$ cat src/rtl/inference_scheduler_pkg.sv
// Shared state encoding and timing constants for the classification-pass sequencer.
// Also holds the helper that sizes the shared phase counter.
package inference_scheduler_pkg;

  typedef enum logic [2:0] {
    ST_IDLE      = 3'd0,
    ST_CLEAR     = 3'd1,
    ST_INTEGRATE = 3'd2,
    ST_LEAK      = 3'd3,
    ST_TX_REQ    = 3'd4,
    ST_TX_WAIT   = 3'd5,
    ST_DONE      = 3'd6
  } state_t;

  // The argmax scan finishes ARGMAX_LAT cycles after the leak rise, so the
  // leak window needs one more cycle before the class can be latched.
  localparam int ARGMAX_LAT      = 11;
  localparam int MIN_LEAK_CYCLES = ARGMAX_LAT + 1;

  function automatic int max3(input int a, input int b, input int c);
    int m;
    m = (a > b) ? a : b;
    return (m > c) ? m : c;
  endfunction

  function automatic int phase_width(input int step_cycles, input int leak_cycles,
                                     input int tx_timeout);
    return $clog2(max3(step_cycles, leak_cycles, tx_timeout) + 1);
  endfunction

endpackage

$ cat src/rtl/inference_scheduler_phase_timer.sv
// Loadable down-counter shared by the integrate, leak and transfer-wait phases.
// expired is high whenever the count has reached zero; the count parks at zero.
module phase_timer #(
  parameter int WIDTH = 16
) (
  input  logic             CLK,
  input  logic             RST_sync,
  input  logic             load,
  input  logic [WIDTH-1:0] load_value,
  output logic             expired
);

  logic [WIDTH-1:0] count;

  always_ff @(posedge CLK) begin
    if (RST_sync) begin
      count <= '0;
    end else if (load) begin
      count <= load_value;
    end else if (count != '0) begin
      count <= count - WIDTH'(1);
    end
  end

  assign expired = (count == '0);

endmodule

$ cat src/rtl/inference_scheduler.sv
// Sequencer for one spike-count classification pass: clear, integrate/leak per
// timestep, latch the argmax class, then request and supervise one UDP transfer.
module inference_scheduler
  import inference_scheduler_pkg::*;
#(
  parameter int NUM_STEPS   = 16,
  parameter int STEP_CYCLES = 1000,
  parameter int LEAK_CYCLES = 12,
  parameter int TX_TIMEOUT  = 65535
) (
  input  logic       CLK,
  input  logic       RST_sync,
  input  logic       start,
  input  logic       abort,
  input  logic [3:0] result_num,
  input  logic       udp_tx_done_source,
  output logic       Memory_CLK,
  output logic       global_leak_time,
  output logic       tx_start,
  output logic [3:0] result,
  output logic       result_valid,
  output logic       tx_err,
  output logic       done,
  output logic       busy,
  output logic [7:0] step_idx
);

  localparam int PHASE_W = phase_width(STEP_CYCLES, LEAK_CYCLES, TX_TIMEOUT);

  // Timer load values are one less than the phase length because the phase
  // ends in the cycle where the count reads zero.
  localparam logic [PHASE_W-1:0] STEP_LOAD = PHASE_W'(STEP_CYCLES - 1);
  localparam logic [PHASE_W-1:0] LEAK_LOAD = PHASE_W'(LEAK_CYCLES - 1);
  localparam logic [PHASE_W-1:0] TX_LOAD   = PHASE_W'(TX_TIMEOUT - 1);
  localparam logic [7:0]         LAST_STEP = 8'(NUM_STEPS - 1);

  if (LEAK_CYCLES < MIN_LEAK_CYCLES) begin : g_leak_check
    $error("LEAK_CYCLES is shorter than the argmax scan latency plus one");
  end
  if (NUM_STEPS < 1 || NUM_STEPS > 255) begin : g_steps_check
    $error("NUM_STEPS must lie in 1..255");
  end
  if (STEP_CYCLES < 1 || STEP_CYCLES > 65535 || TX_TIMEOUT < 1) begin : g_cycles_check
    $error("STEP_CYCLES must lie in 1..65535 and TX_TIMEOUT must be at least 1");
  end

  state_t             state;
  logic               abort_hit;
  logic               more_steps;
  logic               timer_load;
  logic [PHASE_W-1:0] timer_value;
  logic               timer_expired;

  assign abort_hit  = abort && (state != ST_IDLE);
  assign more_steps = (step_idx < LAST_STEP);

  phase_timer #(
    .WIDTH(PHASE_W)
  ) u_phase_timer (
    .CLK       (CLK),
    .RST_sync  (RST_sync),
    .load      (timer_load),
    .load_value(timer_value),
    .expired   (timer_expired)
  );

  // Reload the shared timer on the edge that enters each timed phase; an abort
  // parks it at zero so the next sample starts from a clean count.
  always_comb begin
    timer_load  = 1'b0;
    timer_value = '0;
    if (abort_hit) begin
      timer_load = 1'b1;
    end else begin
      case (state)
        ST_CLEAR: begin
          timer_load  = 1'b1;
          timer_value = STEP_LOAD;
        end
        ST_INTEGRATE: begin
          if (timer_expired) begin
            timer_load  = 1'b1;
            timer_value = LEAK_LOAD;
          end
        end
        ST_LEAK: begin
          if (timer_expired && more_steps) begin
            timer_load  = 1'b1;
            timer_value = STEP_LOAD;
          end
        end
        ST_TX_REQ: begin
          timer_load  = 1'b1;
          timer_value = TX_LOAD;
        end
        default: begin
          timer_load  = 1'b0;
          timer_value = '0;
        end
      endcase
    end
  end

  // Outputs are registered against the state being entered, so each pulse
  // lines up exactly with the cycle its state occupies.
  always_ff @(posedge CLK) begin
    if (RST_sync) begin
      state            <= ST_IDLE;
      Memory_CLK       <= 1'b0;
      global_leak_time <= 1'b0;
      tx_start         <= 1'b0;
      result           <= 4'd0;
      result_valid     <= 1'b0;
      tx_err           <= 1'b0;
      done             <= 1'b0;
      busy             <= 1'b0;
      step_idx         <= 8'd0;
    end else begin
      Memory_CLK <= 1'b0;
      tx_start   <= 1'b0;
      done       <= 1'b0;
      if (abort_hit) begin
        state            <= ST_IDLE;
        global_leak_time <= 1'b0;
        result_valid     <= 1'b0;
        busy             <= 1'b0;
      end else begin
        case (state)
          ST_IDLE: begin
            if (start) begin
              state        <= ST_CLEAR;
              Memory_CLK   <= 1'b1;
              busy         <= 1'b1;
              result_valid <= 1'b0;
              tx_err       <= 1'b0;
              step_idx     <= 8'd0;
            end
          end
          ST_CLEAR: begin
            state <= ST_INTEGRATE;
          end
          ST_INTEGRATE: begin
            if (timer_expired) begin
              state            <= ST_LEAK;
              global_leak_time <= 1'b1;
            end
          end
          ST_LEAK: begin
            if (timer_expired) begin
              global_leak_time <= 1'b0;
              if (more_steps) begin
                state    <= ST_INTEGRATE;
                step_idx <= step_idx + 8'd1;
              end else begin
                state        <= ST_TX_REQ;
                result       <= result_num;
                result_valid <= 1'b1;
                tx_start     <= 1'b1;
              end
            end
          end
          ST_TX_REQ: begin
            state <= ST_TX_WAIT;
          end
          ST_TX_WAIT: begin
            if (udp_tx_done_source) begin
              state <= ST_DONE;
              done  <= 1'b1;
            end else if (timer_expired) begin
              state  <= ST_DONE;
              done   <= 1'b1;
              tx_err <= 1'b1;
            end
          end
          ST_DONE: begin
            state <= ST_IDLE;
            busy  <= 1'b0;
          end
          default: begin
            state <= ST_IDLE;
            busy  <= 1'b0;
          end
        endcase
      end
    end
  end

endmodule

$ cat config.mk
export PLATFORM = sky130hd
export DESIGN_NAME = inference_scheduler
export DESIGN_NICKNAME = d
export VERILOG_FILES = /design/src/rtl/inference_scheduler_pkg.sv /design/src/rtl/inference_scheduler_phase_timer.sv /design/src/rtl/inference_scheduler.sv
export SDC_FILE = /design/constraint.sdc
export NUM_CORES = 1
export LEC_CHECK = 0
export BUFFER_PORTS_ARGS = -buffer_cell sky130_fd_sc_hd__clkbuf_2
export CORE_MARGIN = 4
export CORE_UTILIZATION = 60
export DETAILED_ROUTE_END_ITERATION = 6
export PLACE_DENSITY = 0.82
export SLEW_MARGIN = 20
export SYNTH_ARGS = -nofsm -noshare
export SYNTH_HDL_FRONTEND = slang
export SYNTH_HIERARCHICAL = 1
export SYNTH_SLANG_ARGS = --single-unit
export TNS_END_PERCENT = 100
$ cat constraint.sdc
create_clock -name CLK -period 12 [get_ports CLK]
set_input_delay 3 -clock CLK [delete_from_list [all_inputs] [get_ports CLK]]
set_output_delay 3 -clock CLK [all_outputs]
set_load 0.005 [all_outputs]
Word level (Yosys, flattened, before mapping). Cells that the tools add are included.

Add/sub/neg operators: 2. Magnitude comparators: 1. Eq/ne operators: 13. Mux-type cells: 35. Bitwise logic cells: 7. Reductions and logical operators: 23.

Operators by type and width (count): 16-bit one-hot mux with 4 select lines (1); 16-bit 2-to-1 mux (3); 8-bit 2-to-1 mux (3); 3-bit 2-to-1 mux (6); 3-bit one-hot mux with 6 select lines (1); 16-bit logical NOT (1); 8-bit one-hot mux with 2 select lines (1); 16-bit nonzero test (1); 16-bit by 1-bit subtractor with 16-bit output (second input constant) (1); 2-bit inequality test (second input constant) (7); 1-bit 2-to-1 mux (13); 4-bit AND reduction (3); 10-bit 2-to-1 mux (1); 5-bit AND reduction (2); 8-bit by 1-bit adder with 8-bit output (second input constant) (1); 8-bit by 4-bit < comparator with 1-bit output (second input constant) (1); 1-bit one-hot mux with 2 select lines (4); 2-bit nonzero test (4); 1-bit inverter (7); 3-bit by 2-bit equality test with 1-bit output (second input constant) (2); 3-bit equality test (second input constant) (2); 3-bit OR reduction (2); 5-bit OR reduction (1); 4-bit 2-to-1 mux (1); other kinds (10) (12).

Bits in registers: 38. Input bits: 9. Output and inout bits: 19. Word-level logic and storage cells: 92.

Logic depth before layout (Yosys ltp). Gate-level depths: netlist of run 1.

Depth after elaboration: 6. Gate-level depth with buffers: 14. Depth with buffers taken out: 12.

Hierarchy. Netlist of run 1, hierarchy kept.

By module, submodules not included: inference_scheduler (instances 1, cells an instance 143, area an instance 1280.0 sq um, sequential area each 440.4 sq um); phase_timer (instances 1, cells an instance 116, area an instance 964.7 sq um, sequential area each 320.3 sq um).

Worst setup path after synthesis of run 1. OpenSTA, ideal clock, no wires.

Path kind: input to register. Start: input abort. End: register u_phase_timer.count[13]. Setup time: 0.079 ns. Arrival time: 4.688 ns. Required time: 11.921 ns. Path slack: 7.233 ns. Stages: 8. Buffers on the path: 2. Path through: clkbuf_8 -> nor2_1 -> o31ai_1 -> nor2b_1 -> clkbuf_1 -> a21oi_1 -> a31o_2 -> nor3_1.

Word-level cells in the longest chain between the ends: 3. Elaborated cells on any way between the ends: 5. Those cells by class: mux: 3; reduce/logical: 2.

Ends and longest elaborated chain: from (decl) (line inference_scheduler.sv:14) `input logic abort,`; 1-bit logical AND (*) (line inference_scheduler.sv:54) `assign abort_hit = abort && (state != ST_IDLE);`; 1-bit 2-to-1 mux (*) (line inference_scheduler.sv:72) `if (abort_hit) begin`; net timer_load (line inference_scheduler.sv:50) `logic timer_load;`; 16-bit 2-to-1 mux / 2-bit nonzero test (equally long branches); to (signal assigned) (line inference_scheduler_phase_timer.sv:19) `count <= load_value;`; to (signal assigned) (line inference_scheduler_phase_timer.sv:21) `count <= count - WIDTH'(1);`; to (decl) (line inference_scheduler_phase_timer.sv:13) `logic [WIDTH-1:0] count;`.

Mark *: on every way through the listed nets, which the timed path passes. The rest lies on a longest branch. A chain may end at the register's enable or synchronous reset.

Final worst setup path of run 1. Ends and elaborated chain as after synthesis.

==> summary.md, run 1 <==
| Metric | Value |
|---|---|
| Status | finished, final reports clean |
| Cell with the most instances after synthesis | dfxtp_1 |
| Leak pwr | ~0.00091 µW |
| Vias | between 1500 and 2000 |
| Initial Util | 0.647 |
| Syn_area_per_cell | around 8.7 µm² |
| Setup TNS | 0 ps |
| Min cycle time layout | ~4900 ps |
| Num rows | 21 |
| Syn Nets | 270 |
| Max Slew Vio Count | 0 |
| Clock skew | just over 6 ps |
| Synth Register Bits | 38 |
| Maximum clock frequency | between 0.2 and 0.25 GHz |
| Diodes inserted | 0 |
| Wire length per cell | between 10 and 15 µm |
| Int Pwr | 326 µW |
| Top cell type's share of synthesized area | 0.339 |
| RSZ-0062 raised after global routing | no |
| Synth Area in XOR/XNOR | 0.0429 |
| Max cap viols | 0 |
| Hold Buf Count CTS | 0 |
| Crit-path max FO | 15 |
| Required @ worst endpoint | ~12000 ps |
| Largest family of logic cells by synthesized area | simple AND/OR/NAND/NOR gates |
| Initial antenna violation count | 0 |
| Detailed placement HPWL | about 3400 µm |
| Sequential cell area fraction in the yosys report | 0.339 |
| Post-layout util | 0.699 |
| Switching power | roughly 240 µW |
| GRT Overall Usage | 0.211 |
| Clk pin slew, worst setup/hold paths | approximately 80 ps |
| Crit share post-route | 0.409 |
| Syn. warnings | 6 |
| Worst hold path class | flop to flop |
| Synth area leaders | dfxtp_1 (34%), nor2_1 (4.2%), a21oi_1 (4.0%) |
| Clock Sinks | 38 |
| Switching Fraction | 0.423 |
| Worst vdd rail ir drop | a little under 0.1 mV |
| Drt via density | between 6 and 7 |
| Area grow syn2layout | 8.03% |
| Die Height | between 60 and 70 µm |
| Met3 usage | 0.0465 |
| Fillers | roughly 300 |
| Grt ovf | 0 |
| Post-synthesis mux area share | 0.0334 |
| Root buf cell | clkbuf_8 |
| Post-CTS sizing | 0 |
| First-pass iteration count of the detailed router | 4 |
| Synth Area in Adders | 0.0111 |
| Mapped Area | roughly 2200 µm² |
| Worst setup path class | input pin to flop |
| Comb pwr share | 0.497 |
| GP Congestion | approximately 0.8 |
| Setup bufs post-CTS | 0 |
| NumNets Final | between 200 and 300 |
| Area of the core | 3470 µm² |
| CTS tree | yes |
| Synth area leader | dfxtp_1 |
| Final wirelength | 4830 µm |
| Vias in the first global route | 1794 |
| Number of antenna-violating nets in the routed design | 0 |
| Slew HR | 0.383 |
| Synth top cells by count | dfxtp_1 (38), nor2_1 (25), nand2_1 (23) |
| Clock power frac | 0.187 |
| Total Die Area | ~4800 µm² |
| Global-route wire length before repair | around 8500 µm |
| Crit path capture type | flop |
| Die W | slightly below 70 µm |
| IO Pins | 28 |
| Final setup viols | 0 |
| Busiest grt layer | met2 |
| Top_reg_cell synth | dfxtp_1 |
| Worst R2R Setup Slack | around 7700 ps |
| Seq pwr share | 0.316 |
| Clock Latency Late Sink | around 290 ps |
| Crit start category | input pin |
| Power, Total | between 500 and 600 µW |
| Synth Instances | approximately 260 |
| Pin count of the biggest net entering global routing | 29 |
| Number of synthesized flops with an enable pin | 0 |
| Ys async rst share | 0 |
| GR Util met1 | 0.308 |
| DRC Markers | 0 |
| Number of clock buffers inserted by TritonCTS | 5 |
| Buffers on Ports | 27 |
| Number of distinct library cells after synthesis | 58 |
| DRT iter0 DRCs | ~230 |
| Layout cells sized above 1 | 0.206 |
| Synth Area in Simple Gates | 0.308 |
| Worst-Margin Slew | approximately 920 ps |
| Met2 usage | 0.310 |
| Endpoints failing hold | 0 |
| Clock Path Buffers | 2 |
| Critical path arrival | 5120 ps |
| PD cells | about 230 nW/µm² |
| Htree depth | 2 |
| Synth Area in Compound Gates | 0.195 |
[cells by family (layout without fill, tap and decap cells)]
logic type | after synthesis | count (layout)
XOR/XNOR | 11 | 11
buffers and inverters | 20 | 42
multiplexers | 7 | 7
adder cells (fa/ha/maj) | 2 | 2
flip-flops | 38 | 38
AND/OR/NAND/NOR | 117 | 117
AO/OA/AOI/OAI | 64 | 64
[metrics by stage]
step	instances	instance area, µm²	hold WS (ps)	worst slack [ps]
2_1_floorplan	259	2240	448	7230
3_3_place_gp	319	2320	444	6980
3_5_place_dp	319	2320	453	6840
4_1_cts	327	2420	468	7150
5_1_grt	327	2420	501	6930
6_report	327	2420	467	7090
[final timing paths]
| check | from | endpoint | cells after the start |
|---|---|---|---|
| worst min register to register | tx_err$_SDFFE_PP0P_ | tx_err$_SDFFE_PP0P_ | 2 |
| worst max register to register | u_phase_timer/count[0]$_SDFFE_PP0P_ | u_phase_timer/count[13]$_SDFFE_PP0P_ | 14 |
| worst min-delay path | tx_err$_SDFFE_PP0P_ | tx_err$_SDFFE_PP0P_ | 2 |
| worst max-delay path | abort | u_phase_timer/count[13]$_SDFFE_PP0P_ | 8 |
[final cells by class]
class | instances | area [µm²] | area share
clock buffer | 5 | 68.8 | 0.0284
clock inverter | 3 | 40.0 | 0.0165
inverter | 4 | 15.0 | 0.00619
multi-input combinational | 201 | 1330 | 0.546
sequential | 38 | 761 | 0.314
tap | 46 | 57.6 | 0.0237
timing repair buffer | 30 | 158 | 0.0650
[critical path, stage by stage]
cell	delay, ps
clkbuf_2	230
nor2_1	80
o31ai_1	230
buf_4	240
nor2b_1	760
nand2_1	160
a31o_2	280
nor3_1	130
[sequential cells by signal (all words and copies together) (netlist names)]
signal               cells
tx_err                   1
state                    3
done                     1
step_idx                 8
global_leak_time         1
result                   4
busy                     1
u_phase_timer/count     16
result_valid             1
Memory_CLK               1
tx_start                 1
[per-layer routing]
layer / routed length (µm) / part of all wire
met1: 2310 / 0.48
met2: 2170 / 0.45
met3: 324 / 0.067
met4: 19 / 0.0039
met5: 0 / 0
[power groups by stage]
| stage | combinational [µW] | sequential [µW] | clock [µW] |
|---|---|---|---|
| floorplan | 253 | 167 | 0 |
| global placement | 269 | 179 | 0 |
| detailed placement | 276 | 181 | 0 |
| CTS | 278 | 178 | 108 |
| global route | 312 | 183 | 114 |
| finish | 281 | 178 | 106 |
[layout by cell type, fill, tap and decap left out, types with 2 or more instances in the layout]
cell type and instances:
a311oi_1 2, a31oi_1 2, o31ai_1 7, or3b_2 2
nor4_1 4, nor4_4 2, xnor2_1 10, nand2b_1 3
o41ai_1 2, or4_2 2, clkinv_2 2, nand4_1 5
nor2_1 25, or4_4 3, nor3b_1 8, inv_1 4
nor3_4 2, o21ai_0 12, nor2b_1 5, clkbuf_8 5
mux2i_1 6, and2_1 2, nand3_1 6, a221oi_1 3
buf_4 3, nor3_1 13, dfxtp_1 38, a31o_2 2
ha_1 2, clkbuf_2 27, o21ai_1 3, nand3b_1 2
a21oi_1 18, nand2_1 23, or3_1 2
Note: power is estimated with default switching activity, not from simulation.
==> run 2, diff against run 1 <==
Settings changed: CORE_UTILIZATION 60 to 58, PLACE_DENSITY 0.82 to 0.8.
Clock period 12 ns to 4.67 ns, I/O delays scaled along.
==> run 2 against run 1 <==
Net effect: wire length down 2.0%; clock power up 110%; global-route usage down 1.6 points; via count down 1.2%; setup slack worse by 6200 ps; critical path type is now flop to flop; critical endpoint unchanged; largest cell class unchanged.
==> summary.md, run 2 (synthesized netlist as in run 1, its figures left out) <==
| Metric | Value |
|---|---|
| Hold depth | 2 |
| Worst R2R Setup Slack | approximately 900 ps |
| Final WS setup | just under 900 ps |
| Non-Filler Instances | around 330 |
| DRT iter0 DRCs | about 250 |
| R2R cell count | 15 |
| Clock Path Buffers | 2 |
| Max cap viols | 0 |
| Die Height | ~70 µm |
| Crit start category | flop |
| Area grow syn2layout | 7.30% |
| Clock Sinks | 38 |
| Vias in the first global route | around 1800 |
| Diodes inserted | 0 |
| Hold Buf Count CTS | 0 |
| Leak pwr | roughly 0.00089 µW |
| Required @ worst endpoint | 4880 ps |
| Min cycle time layout | between 3000 and 4000 ps |
| Worst-Margin Slew | ~1000 ps |
| Worst slack at placement | roughly 950 ps |
| Crit-path max FO | 15 |
| Number of clock buffers inserted by TritonCTS | 5 |
| Worst hold path class | flop to flop |
| Area of the core | approximately 3700 µm² |
| GRT Overall Usage | 0.195 |
| Worst vdd rail ir drop | approximately 0.29 mV |
| Largest Register | u_phase_timer/count |
| Number of antenna-violating nets in the routed design | 0 |
| Clock Latency Late Sink | around 290 ps |
| GP Congestion | between 0.8 and 0.9 |
| Vias | between 1500 and 2000 |
| Drt via density | between 5 and 6 |
| CTS tree | yes |
| DRC Markers | 0 |
| Crit path capture type | flop |
| Num rows | 22 |
| Post-layout util | 0.653 |
| Post-CTS sizing | 0 |
| First-pass iteration count of the detailed router | 4 |
| Global-route wire length before repair | between 7000 and 8000 µm |
| Max incr delay on CP | just under 600 ps |
| Most common cell after layout, fill and taps aside | dfxtp_1 |
| Total Die Area | a little under 5000 µm² |
| Critical-path cell list | inv_1, ha_1, or3b_2, or4_4, nor2_1, buf_4, nor2b_1, nor2_1, o31ai_1, buf_4, nor2b_1, buf_4, nand2_1, a31o_2, nor3_1 |
| Setup bufs post-CTS | 0 |
| Setup TNS | 0 ps |
| IO Pins | 28 |
| Layout cells sized above 1 | 0.207 |
| RSZ-0062 raised after global routing | no |
| Max FFs per register | 16 |
| Post-Place Cells | 321 |
| CP most frequent cell | buf_4 |
| Crit share post-route | 0.808 |
| Slew HR | 0.324 |
| Status | finished, final reports clean |
| Fillers | around 330 |
| Endpoints failing hold | 0 |
| Initial Util | 0.609 |
| Hold Worst Slack | 461 ps |
| NumNets Final | 291 |
| Final setup viols | 0 |
| Critical path's top delay family | simple AND/OR/NAND/NOR gates |
| Clock skew | 10.9 ps |
| Commonest cells after routing, fill and taps aside | dfxtp_1 (38), clkbuf_2 (27), nor2_1 (25) |
| Detailed placement HPWL | 3290 µm |
| Pin count of the biggest net entering global routing | 29 |
| Root buf cell | clkbuf_8 |
| Registers with the most flip-flops | u_phase_timer/count x16, step_idx x8, result x4 |
| Hold EP | busy$_SDFFE_PP0P_ |
| Crit path buf inv count | 4 |
| Worst setup path class | flop to flop |
| Initial antenna violation count | 0 |
| Die W | around 70 µm |
| CP max stage cell | or4_4 |
| Maximum clock frequency | 0.265 GHz |
| Htree depth | 2 |
| Critical path arrival | approximately 4000 ps |
| Max Slew Vio Count | 0 |
| HP Start | busy$_SDFFE_PP0P_ |
| Reg2reg start | u_phase_timer/count[0]$_SDFFE_PP0P_ |
| FF-to-FF End | u_phase_timer/count[13]$_SDFFE_PP0P_ |
| Clk pin slew, worst setup/hold paths | 80 ps |
| Grt ovf | 0 |
| Buffers on Ports | 27 |
| Final wirelength | approximately 4700 µm |
| PD cells | about 580 nW/µm² |
| Wire length per cell | approximately 14 µm |
[run 2: how the worst max path moves through the flow]
stage                                         from                              endpoint  slack [ps]  cells past startpoint
6_report       u_phase_timer/count[0]$_SDFFE_PP0P_  u_phase_timer/count[13]$_SDFFE_PP0P_         900                     15
2_1_floorplan  u_phase_timer/count[0]$_SDFFE_PP0P_  u_phase_timer/count[13]$_SDFFE_PP0P_         720                     14
5_1_grt        u_phase_timer/count[0]$_SDFFE_PP0P_  u_phase_timer/count[13]$_SDFFE_PP0P_         610                     15
4_1_cts        u_phase_timer/count[0]$_SDFFE_PP0P_  u_phase_timer/count[13]$_SDFFE_PP0P_         920                     15
3_3_place_gp   u_phase_timer/count[0]$_SDFFE_PP0P_  u_phase_timer/count[13]$_SDFFE_PP0P_        1040                     15
3_5_place_dp   u_phase_timer/count[0]$_SDFFE_PP0P_  u_phase_timer/count[13]$_SDFFE_PP0P_         950                     15
[run 2: metal layers]
metal | wire length (µm) | part of all wire | track usage
met1 | 2380 | 0.50 | 0.289
met2 | 2090 | 0.44 | 0.273
met4 | 36 | 0.0076 | 0.0574
met5 | 0 | 0 | 0
met3 | 221 | 0.047 | 0.0547
[run 2: cell type report]
cell class / instances / area (µm²) / area share
inverters: 4 / 15.0 / 0.00623
well taps: 48 / 60.1 / 0.0249
clock buffers: 5 / 68.8 / 0.0286
repair buffers: 30 / 158 / 0.0655
flip-flops and latches: 38 / 761 / 0.316
clock inverters: 2 / 15.0 / 0.00623
multi-input cells: 201 / 1330 / 0.553
[run 2: worst register-to-register path, cell delays in order (launching register included)]
cell and delay, ps:
dfxtp_1 330, inv_1 70, ha_1 200, or3b_2 520
or4_4 580, nor2_1 110, buf_4 200, nor2b_1 280
nor2_1 70, o31ai_1 230, buf_4 230, nor2b_1 150
buf_4 220, nand2_1 90, a31o_2 290, nor3_1 130
[run 2: power by group]
part           leakage, µW  switching, µW  internal (µW)
Combinational     0.000540            410            304
Sequential        0.000309           81.7            380
Clock            0.0000362            116            102
Total             0.000885            607            786
[run 2: metrics by stage]
| stage | cell area [µm²] | power, µW |
|---|---|---|
| global placement | 2320 | 1160 |
| floorplan | 2240 | 1080 |
| CTS | 2410 | 1390 |
| detailed placement | 2320 | 1170 |
| finish | 2410 | 1390 |
| global route | 2410 | 1500 |
